## src/rtl/robinho_pkg.sv

```systemverilog
// Shared definitions for the robinho robot controller slice: robot state
// codes, claw command codes, default clock rate, status-vector width,
// the status uplink FSM encoding and a byte parity helper.
package robinho_pkg;

  localparam int CLK_HZ_DEF = 50_000_000;
  localparam int STATUS_W   = 7;

  typedef enum logic [2:0] {
    ST_INIT    = 3'd0,
    ST_STOP    = 3'd1,
    ST_FORWARD = 3'd2,
    ST_TURN    = 3'd3,
    ST_CLAWD   = 3'd4,
    ST_CLAWU   = 3'd5
  } robot_state_t;

  typedef enum logic [1:0] {
    C_UP   = 2'd0,
    C_DOWN = 2'd1,
    C_STOP = 2'd2
  } claw_cmd_t;

  typedef enum logic [2:0] {
    TX_IDLE   = 3'd0,
    TX_START  = 3'd1,
    TX_DATA   = 3'd2,
    TX_PARITY = 3'd3,
    TX_STOP   = 3'd4
  } tx_state_t;

  // Even parity bit over one UART payload byte.
  function automatic logic even_parity(input logic [7:0] data);
    return ^data;
  endfunction

endpackage

```

## src/rtl/uart_baud_tick.sv

```systemverilog
// Bit-period timer for the status uplink. Counts 0..BAUD_DIV-1 and raises a
// registered one-cycle tick during the last cycle of each bit period.
// restart holds the count at zero so the next period begins cleanly.
// BAUD_DIV must be at least 2.
module uart_baud_tick #(
  parameter int BAUD_DIV = 434
) (
  input  logic clk,
  input  logic rst,
  input  logic restart,
  output logic tick
);

  localparam int CNT_W = (BAUD_DIV > 1) ? $clog2(BAUD_DIV) : 1;
  localparam logic [CNT_W-1:0] CNT_LAST = CNT_W'(BAUD_DIV - 1);
  localparam logic [CNT_W-1:0] CNT_ONE  = CNT_W'(1);

  logic [CNT_W-1:0] cnt_r;
  logic [CNT_W-1:0] cnt_next_s;
  logic             tick_r;

  // Next count: hold at zero on restart, otherwise wrap at the period end.
  always_comb begin
    cnt_next_s = cnt_r;
    if (restart) begin
      cnt_next_s = '0;
    end else if (cnt_r == CNT_LAST) begin
      cnt_next_s = '0;
    end else begin
      cnt_next_s = cnt_r + CNT_ONE;
    end
  end

  // Counter and tick registers; tick is high exactly when the count sits at the last value.
  always_ff @(posedge clk) begin
    if (rst) begin
      cnt_r  <= '0;
      tick_r <= 1'b0;
    end else begin
      cnt_r  <= cnt_next_s;
      tick_r <= (!restart) && (cnt_next_s == CNT_LAST);
    end
  end

  assign tick = tick_r;

endmodule

```

## src/rtl/robot_status_tx.sv

```systemverilog
// FPGA-to-Pi status uplink. Sends {state_code, claw_dir, obj_in_sight,
// obj_is_close, seq} as a UART frame on status change, heartbeat timeout or
// explicit request. Triggers seen while a frame is in flight are coalesced
// into one follow-up frame carrying the status current at the end of the stop bit.
// Build option: define ROBOT_STATUS_PARITY_EN to append an even parity bit
// (8E1, 11 bit times); otherwise frames are 8N1 (10 bit times).
module robot_status_tx
  import robinho_pkg::*;
#(
  parameter int CLK_HZ           = CLK_HZ_DEF,
  parameter int BAUD             = 115200,
  parameter int HEARTBEAT_CYCLES = 50_000_000
) (
  input  logic        clk,
  input  logic        rst,
  input  logic [2:0]  state_code,
  input  logic [1:0]  claw_dir,
  input  logic        obj_in_sight,
  input  logic        obj_is_close,
  input  logic        send_req,
  output logic        tx,
  output logic        busy,
  output logic [15:0] frames_sent
);

  localparam int BAUD_DIV = (CLK_HZ + BAUD / 2) / BAUD;
  localparam int HB_W     = $clog2(HEARTBEAT_CYCLES + 1);
  localparam logic [HB_W-1:0] HB_LAST = HB_W'(HEARTBEAT_CYCLES - 1);
  localparam logic [HB_W-1:0] HB_ONE  = HB_W'(1);

  logic [STATUS_W-1:0] status_s;
  logic [STATUS_W-1:0] last_sent_r;
  tx_state_t           state_r;
  tx_state_t           state_next_s;
  logic [2:0]          bit_idx_r;
  logic [2:0]          bit_idx_next_s;
  logic [7:0]          frame_byte_r;
  logic [HB_W-1:0]     hb_cnt_r;
  logic [15:0]         frames_r;
  logic                first_r;
  logic                pending_r;
  logic                seq_r;
  logic                tx_r;
  logic                busy_r;
  logic                tx_next_s;
  logic                busy_next_s;
  logic                tick_s;
  logic                restart_s;
  logic                trig_s;
  logic                start_frame_s;
  logic                frame_done_s;
  logic                seq_next_s;

  assign status_s      = {state_code, claw_dir, obj_in_sight, obj_is_close};
  assign trig_s        = first_r | (status_s != last_sent_r) | send_req | (hb_cnt_r == HB_LAST);
  assign restart_s     = (state_r == TX_IDLE);
  assign frame_done_s  = (state_r == TX_STOP) && tick_s;
  assign start_frame_s = (state_next_s == TX_START) && (state_r != TX_START);
  assign seq_next_s    = frame_done_s ? ~seq_r : seq_r;

  uart_baud_tick #(
    .BAUD_DIV (BAUD_DIV)
  ) u_baud (
    .clk     (clk),
    .rst     (rst),
    .restart (restart_s),
    .tick    (tick_s)
  );

  // Shift FSM state register together with the registered line outputs.
  always_ff @(posedge clk) begin
    if (rst) begin
      state_r <= TX_IDLE;
      tx_r    <= 1'b1;
      busy_r  <= 1'b0;
    end else begin
      state_r <= state_next_s;
      tx_r    <= tx_next_s;
      busy_r  <= busy_next_s;
    end
  end

  // Next-state logic: advance one bit per tick, chain straight into a new frame if owed.
  always_comb begin
    state_next_s   = state_r;
    bit_idx_next_s = bit_idx_r;
    case (state_r)
      TX_IDLE: begin
        if (trig_s) begin
          state_next_s = TX_START;
        end else begin
          state_next_s = TX_IDLE;
        end
      end
      TX_START: begin
        if (tick_s) begin
          state_next_s   = TX_DATA;
          bit_idx_next_s = 3'd0;
        end else begin
          state_next_s = TX_START;
        end
      end
      TX_DATA: begin
        if (tick_s) begin
          if (bit_idx_r == 3'd7) begin
`ifdef ROBOT_STATUS_PARITY_EN
            state_next_s = TX_PARITY;
`else
            state_next_s = TX_STOP;
`endif
          end else begin
            bit_idx_next_s = bit_idx_r + 3'd1;
          end
        end else begin
          state_next_s = TX_DATA;
        end
      end
      TX_PARITY: begin
        if (tick_s) begin
          state_next_s = TX_STOP;
        end else begin
          state_next_s = TX_PARITY;
        end
      end
      TX_STOP: begin
        if (tick_s) begin
          if (pending_r || trig_s) begin
            state_next_s = TX_START;
          end else begin
            state_next_s = TX_IDLE;
          end
        end else begin
          state_next_s = TX_STOP;
        end
      end
      default: begin
        state_next_s = TX_IDLE;
      end
    endcase
  end

  // Output decode for the state being entered, so tx and busy change on the same edge as the state.
  always_comb begin
    tx_next_s   = 1'b1;
    busy_next_s = (state_next_s != TX_IDLE);
    case (state_next_s)
      TX_IDLE:   tx_next_s = 1'b1;
      TX_START:  tx_next_s = 1'b0;
      TX_DATA:   tx_next_s = frame_byte_r[bit_idx_next_s];
      TX_PARITY: tx_next_s = even_parity(frame_byte_r);
      TX_STOP:   tx_next_s = 1'b1;
      default:   tx_next_s = 1'b1;
    endcase
  end

  // Frame snapshot, trigger bookkeeping, heartbeat and completed-frame counters.
  always_ff @(posedge clk) begin
    if (rst) begin
      bit_idx_r    <= 3'd0;
      frame_byte_r <= 8'd0;
      last_sent_r  <= '0;
      hb_cnt_r     <= '0;
      frames_r     <= 16'd0;
      first_r      <= 1'b1;
      pending_r    <= 1'b0;
      seq_r        <= 1'b0;
    end else begin
      bit_idx_r <= bit_idx_next_s;
      if (start_frame_s) begin
        frame_byte_r <= {status_s, seq_next_s};
        last_sent_r  <= status_s;
        first_r      <= 1'b0;
        hb_cnt_r     <= '0;
        pending_r    <= 1'b0;
      end else begin
        if (hb_cnt_r != HB_LAST) begin
          hb_cnt_r <= hb_cnt_r + HB_ONE;
        end
        if ((state_r != TX_IDLE) && trig_s) begin
          pending_r <= 1'b1;
        end
      end
      if (frame_done_s) begin
        frames_r <= frames_r + 16'd1;
        seq_r    <= ~seq_r;
      end
    end
  end

  assign tx          = tx_r;
  assign busy        = busy_r;
  assign frames_sent = frames_r;

endmodule

```

## config.mk

```make
export PLATFORM = sky130hd
export DESIGN_NAME = robot_status_tx
export DESIGN_NICKNAME = d
export VERILOG_FILES = /design/src/rtl/robinho_pkg.sv /design/src/rtl/uart_baud_tick.sv /design/src/rtl/robot_status_tx.sv
export SDC_FILE = /design/constraint.sdc
export NUM_CORES = 1
export LEC_CHECK = 0
export CORE_MARGIN = 2
export CORE_UTILIZATION = 57
export CTS_CLUSTER_SIZE = 28
export DETAILED_ROUTE_END_ITERATION = 6
export PLACE_DENSITY = 0.82
export SLEW_MARGIN = 0
export SYNTH_ARGS = -nofsm -noshare
export SYNTH_HDL_FRONTEND = slang
export SYNTH_HIERARCHICAL = 1
export SYNTH_SLANG_ARGS = --single-unit
```

## constraint.sdc

```tcl
create_clock -name clk -period 2.4 [get_ports clk]
set_input_delay 0.48 -clock clk [delete_from_list [all_inputs] [get_ports clk]]
set_output_delay 0.48 -clock clk [all_outputs]
set_load 0.005 [all_outputs]
```

==> flow_metrics.env <==
export IMPL_yosys_warnings=6
export IMPL_synth_compound_area_share=0.0608
export IMPL_synth_top_cell_area_share=0.426
export IMPL_htree_levels=3
export IMPL_fmax_mhz=457
export IMPL_hold_slack_ns=0.466
export IMPL_die_y_um=80.5
export IMPL_worst_r2r_endpoint="tx$_SDFF_PP1_"
export IMPL_skew_ns=0.00641
export IMPL_synth_edf_count=0
export IMPL_synth_seq_cells=71
export IMPL_whs_path_depth=2
export IMPL_critPathMaxStageDelay_ns=0.33
export IMPL_cts_sinks=71
export IMPL_synthDistinctLibCells=48
export IMPL_vias=2582
export IMPL_critical_path_cell_chain="ha_1, a21o_1, o211a_1, or2_1, mux2i_1, or3_1, a311o_1"
export IMPL_ios=28
export IMPL_nFillCells=453
export IMPL_critPathCaptureType="register"
export IMPL_cp_arrival_ns=2.42
export IMPL_antenna_found_initial=0
export IMPL_yosysMostFrequentCell="nor2_1"
export IMPL_max_slew_margin=0.445
export IMPL_clk_pin_slew_ns=0.07
export IMPL_setup_tns_final_ns=0
export IMPL_routed_wl_mm=6.29
export IMPL_fin_area_um2=3830
export IMPL_synth_area_um2=3330
export IMPL_finalHoldViolations=0
export IMPL_outcome="completed"
export IMPL_cts_tree="built"
export IMPL_timing_max_cap_violations=0
export IMPL_post_dp_cell_area_um2=3650
export IMPL_synthMuxAreaShare=0.0360
export IMPL_drc=0
export IMPL_yosys_area_share_xor_xnor=0.155
export IMPL_hold_path_class="reg -> reg"
export IMPL_synth_ff_type="dfxtp_1"
export IMPL_setup_slack_ns=0.213
export IMPL_worstReg2RegStart="bit_idx_r[0]$_SDFF_PP0_"
export IMPL_drt_initial_drc_count=117
export IMPL_total_power_mw=2.26
export IMPL_post_cts_resized=0
export IMPL_syn_inst=371
export IMPL_rsz0062_at_grt="no"
export IMPL_wl_per_cell_um=13.2
export IMPL_hp_start="first_r$_SDFFE_PP1P_"
export IMPL_async_flop_share=0
export IMPL_synth_area_leaders="dfxtp_1 (43%), nor2_1 (8.4%), xnor2_1 (7.9%)"
export IMPL_final_setup_viol_count=0
export IMPL_tightest_slew_ns=0.823
export IMPL_grt_ovfl_total=0
export IMPL_synth_adder_area_share=0.0188
export IMPL_area_delta_synth_final_pct=14.9
export IMPL_synth_top_family_by_area="simple AND/OR/NAND/NOR gates"
export IMPL_dp_hpwl_mm=4.37
export IMPL_slew_viol_final=0
export IMPL_max_vdd_ir_drop_mv=0.354
export IMPL_clkLatencyLatePin_ns=0.34
export IMPL_layout_cells_non_filler=476
export IMPL_grt_max_degree=28
export IMPL_track_usage=0.221
export IMPL_postLayoutCoreUtil=0.687
export IMPL_final_nets=416
export IMPL_synth_common_cells="nor2_1 (75), dfxtp_1 (71), xnor2_1 (30)"
export IMPL_period_minus_slack_ns=2.19
export IMPL_start_util=0.598
export IMPL_num_antenna_cells=0
export IMPL_worst_setup_path_type="reg -> reg"
export IMPL_clockBufferDepth=2
export IMPL_cp_slowest_cell="dfxtp_1"
export IMPL_fin_crit_sh=0.911
export IMPL_globalplace_congestion=0.799
export IMPL_core_area_um2=5570
export IMPL_synth_simple_area_share=0.263
export IMPL_synth_fp_nets=386
export IMPL_cts_setup_buffers=0
export IMPL_rows=27
export IMPL_syn_area_per_cell_um2=8.98
export IMPL_firstDrtPassIters=4
export IMPL_grt_pass1_vias=2513
export IMPL_ys_seq_area_frac=0.426
export IMPL_root_buffer="clkbuf_8"
export IMPL_via_per_inst=5.42
export IMPL_power_density_nw_per_um2=590
export IMPL_place_ws_ns=0.0917
export IMPL_p_leak_nw=1.38
export IMPL_place_inst=462
export IMPL_postRouteAntennaNets=0
export IMPL_reg2reg_depth=7
export IMPL_fp_dieW_um=80.5
export IMPL_critPathLaunchType="register"
export IMPL_min_to="first_r$_SDFFE_PP1P_"
export IMPL_port_buffers=27
export IMPL_die_area_um2=6480
export IMPL_required_ns=2.64
export IMPL_yosysTopAreaCell="dfxtp_1"
export IMPL_drive_above_1_share=0.0817
export IMPL_r2r_slack_ns=0.21
export IMPL_grt_first_pass_wirelength_mm=11.1
export IMPL_critPathMaxFanout=5
export IMPL_holdBufCountCts=0
export IMPL_cts_inserted_buffers=9
[cell type report]
class / count / area [µm²] / area share
multi-input combinational: 279 / 1780 / 0.464
timing repair buffer: 34 / 335 / 0.0876
sequential: 71 / 1420 / 0.371
inverter: 6 / 22.5 / 0.00588
tap: 72 / 90.1 / 0.0235
clock buffer: 14 / 183 / 0.0477
[how the worst max path moves through the flow]
stage                                 start                           end
floorplan           bit_idx_r[0]$_SDFF_PP0_                 tx$_SDFF_PP1_
global placement               obj_is_close                 tx$_SDFF_PP1_
detailed placement              claw_dir[0]                 tx$_SDFF_PP1_
CTS                 bit_idx_r[0]$_SDFF_PP0_                 tx$_SDFF_PP1_
global route         u_baud/tick$_SDFF_PP0_  frames_sent[12]$_SDFFE_PP0P_
finish              bit_idx_r[0]$_SDFF_PP0_                 tx$_SDFF_PP1_
[placed cells by master (no fill, tap or decap), types with 2 or more instances in the layout]
cell type and instances:
xor2_1 29, nand4_1 12, a21oi_1 8, o21ai_0 5, nor3_2 3, dfxtp_1 71, nor2_1 75, a211oi_1 3
ha_1 5, and4_1 2, o211ai_1 2, clkdlybuf4s50_1 27, nand2_1 26, nor2b_1 3, and3_1 7, inv_1 6
nor3_1 6, or3_1 4, xnor2_1 30, or2_1 2, mux2i_1 12, nor4_1 3, nand3b_1 2, and4bb_2 2
buf_4 6, nand3_1 17, o21bai_1 2, clkbuf_8 13
[where the power goes]
group	leakage, nW	internal [mW]	switching [mW]
Combinational	0.709	0.0769	0.0691
Sequential	0.575	1.20	0.0218
Clock	0.0946	0.478	0.415
[critical path, delay by kind of cell (launching register included)]
| family | cells | cell delay (ns) |
|---|---|---|
| compound gates | 3 | 0.79 |
| fa+ha+maj | 1 | 0.22 |
| mux | 1 | 0.14 |
| simple gates | 2 | 0.59 |
| flops | 1 | 0.33 |
[cells by family (layout without fill, tap and decap cells)]
| kind of cell | after synthesis | count (layout) |
|---|---|---|
| multiplexers | 12 | 12 |
| adder cells (fa/ha/maj) | 5 | 5 |
| XOR/XNOR | 59 | 59 |
| AND/OR/NAND/NOR | 175 | 175 |
| flip-flops | 71 | 71 |
| buffers and inverters | 21 | 54 |
| AO/OA/AOI/OAI | 28 | 28 |
[per-layer routing]
| layer | GRT usage | vias up | wire, µm |
|---|---|---|---|
| met2 | 0.376 | 46 | 3040 |
| met1 | 0.261 | 1202 | 2920 |
| met3 | 0.0629 | 10 | 273 |
| met4 | 0.0864 | 0 | 59 |
| li1 | - | 1324 | - |
| met5 | 0 | - | 0 |
[flip-flops by register name, summed over array words and instances (netlist names), 3 cells and up]
register / count
hb_cnt_r: 26
u_baud/cnt_r: 9
frames_sent: 16
state_r: 3
bit_idx_r: 3
last_sent_r: 7
No activity file was read; power rests on OpenSTA's default activity.
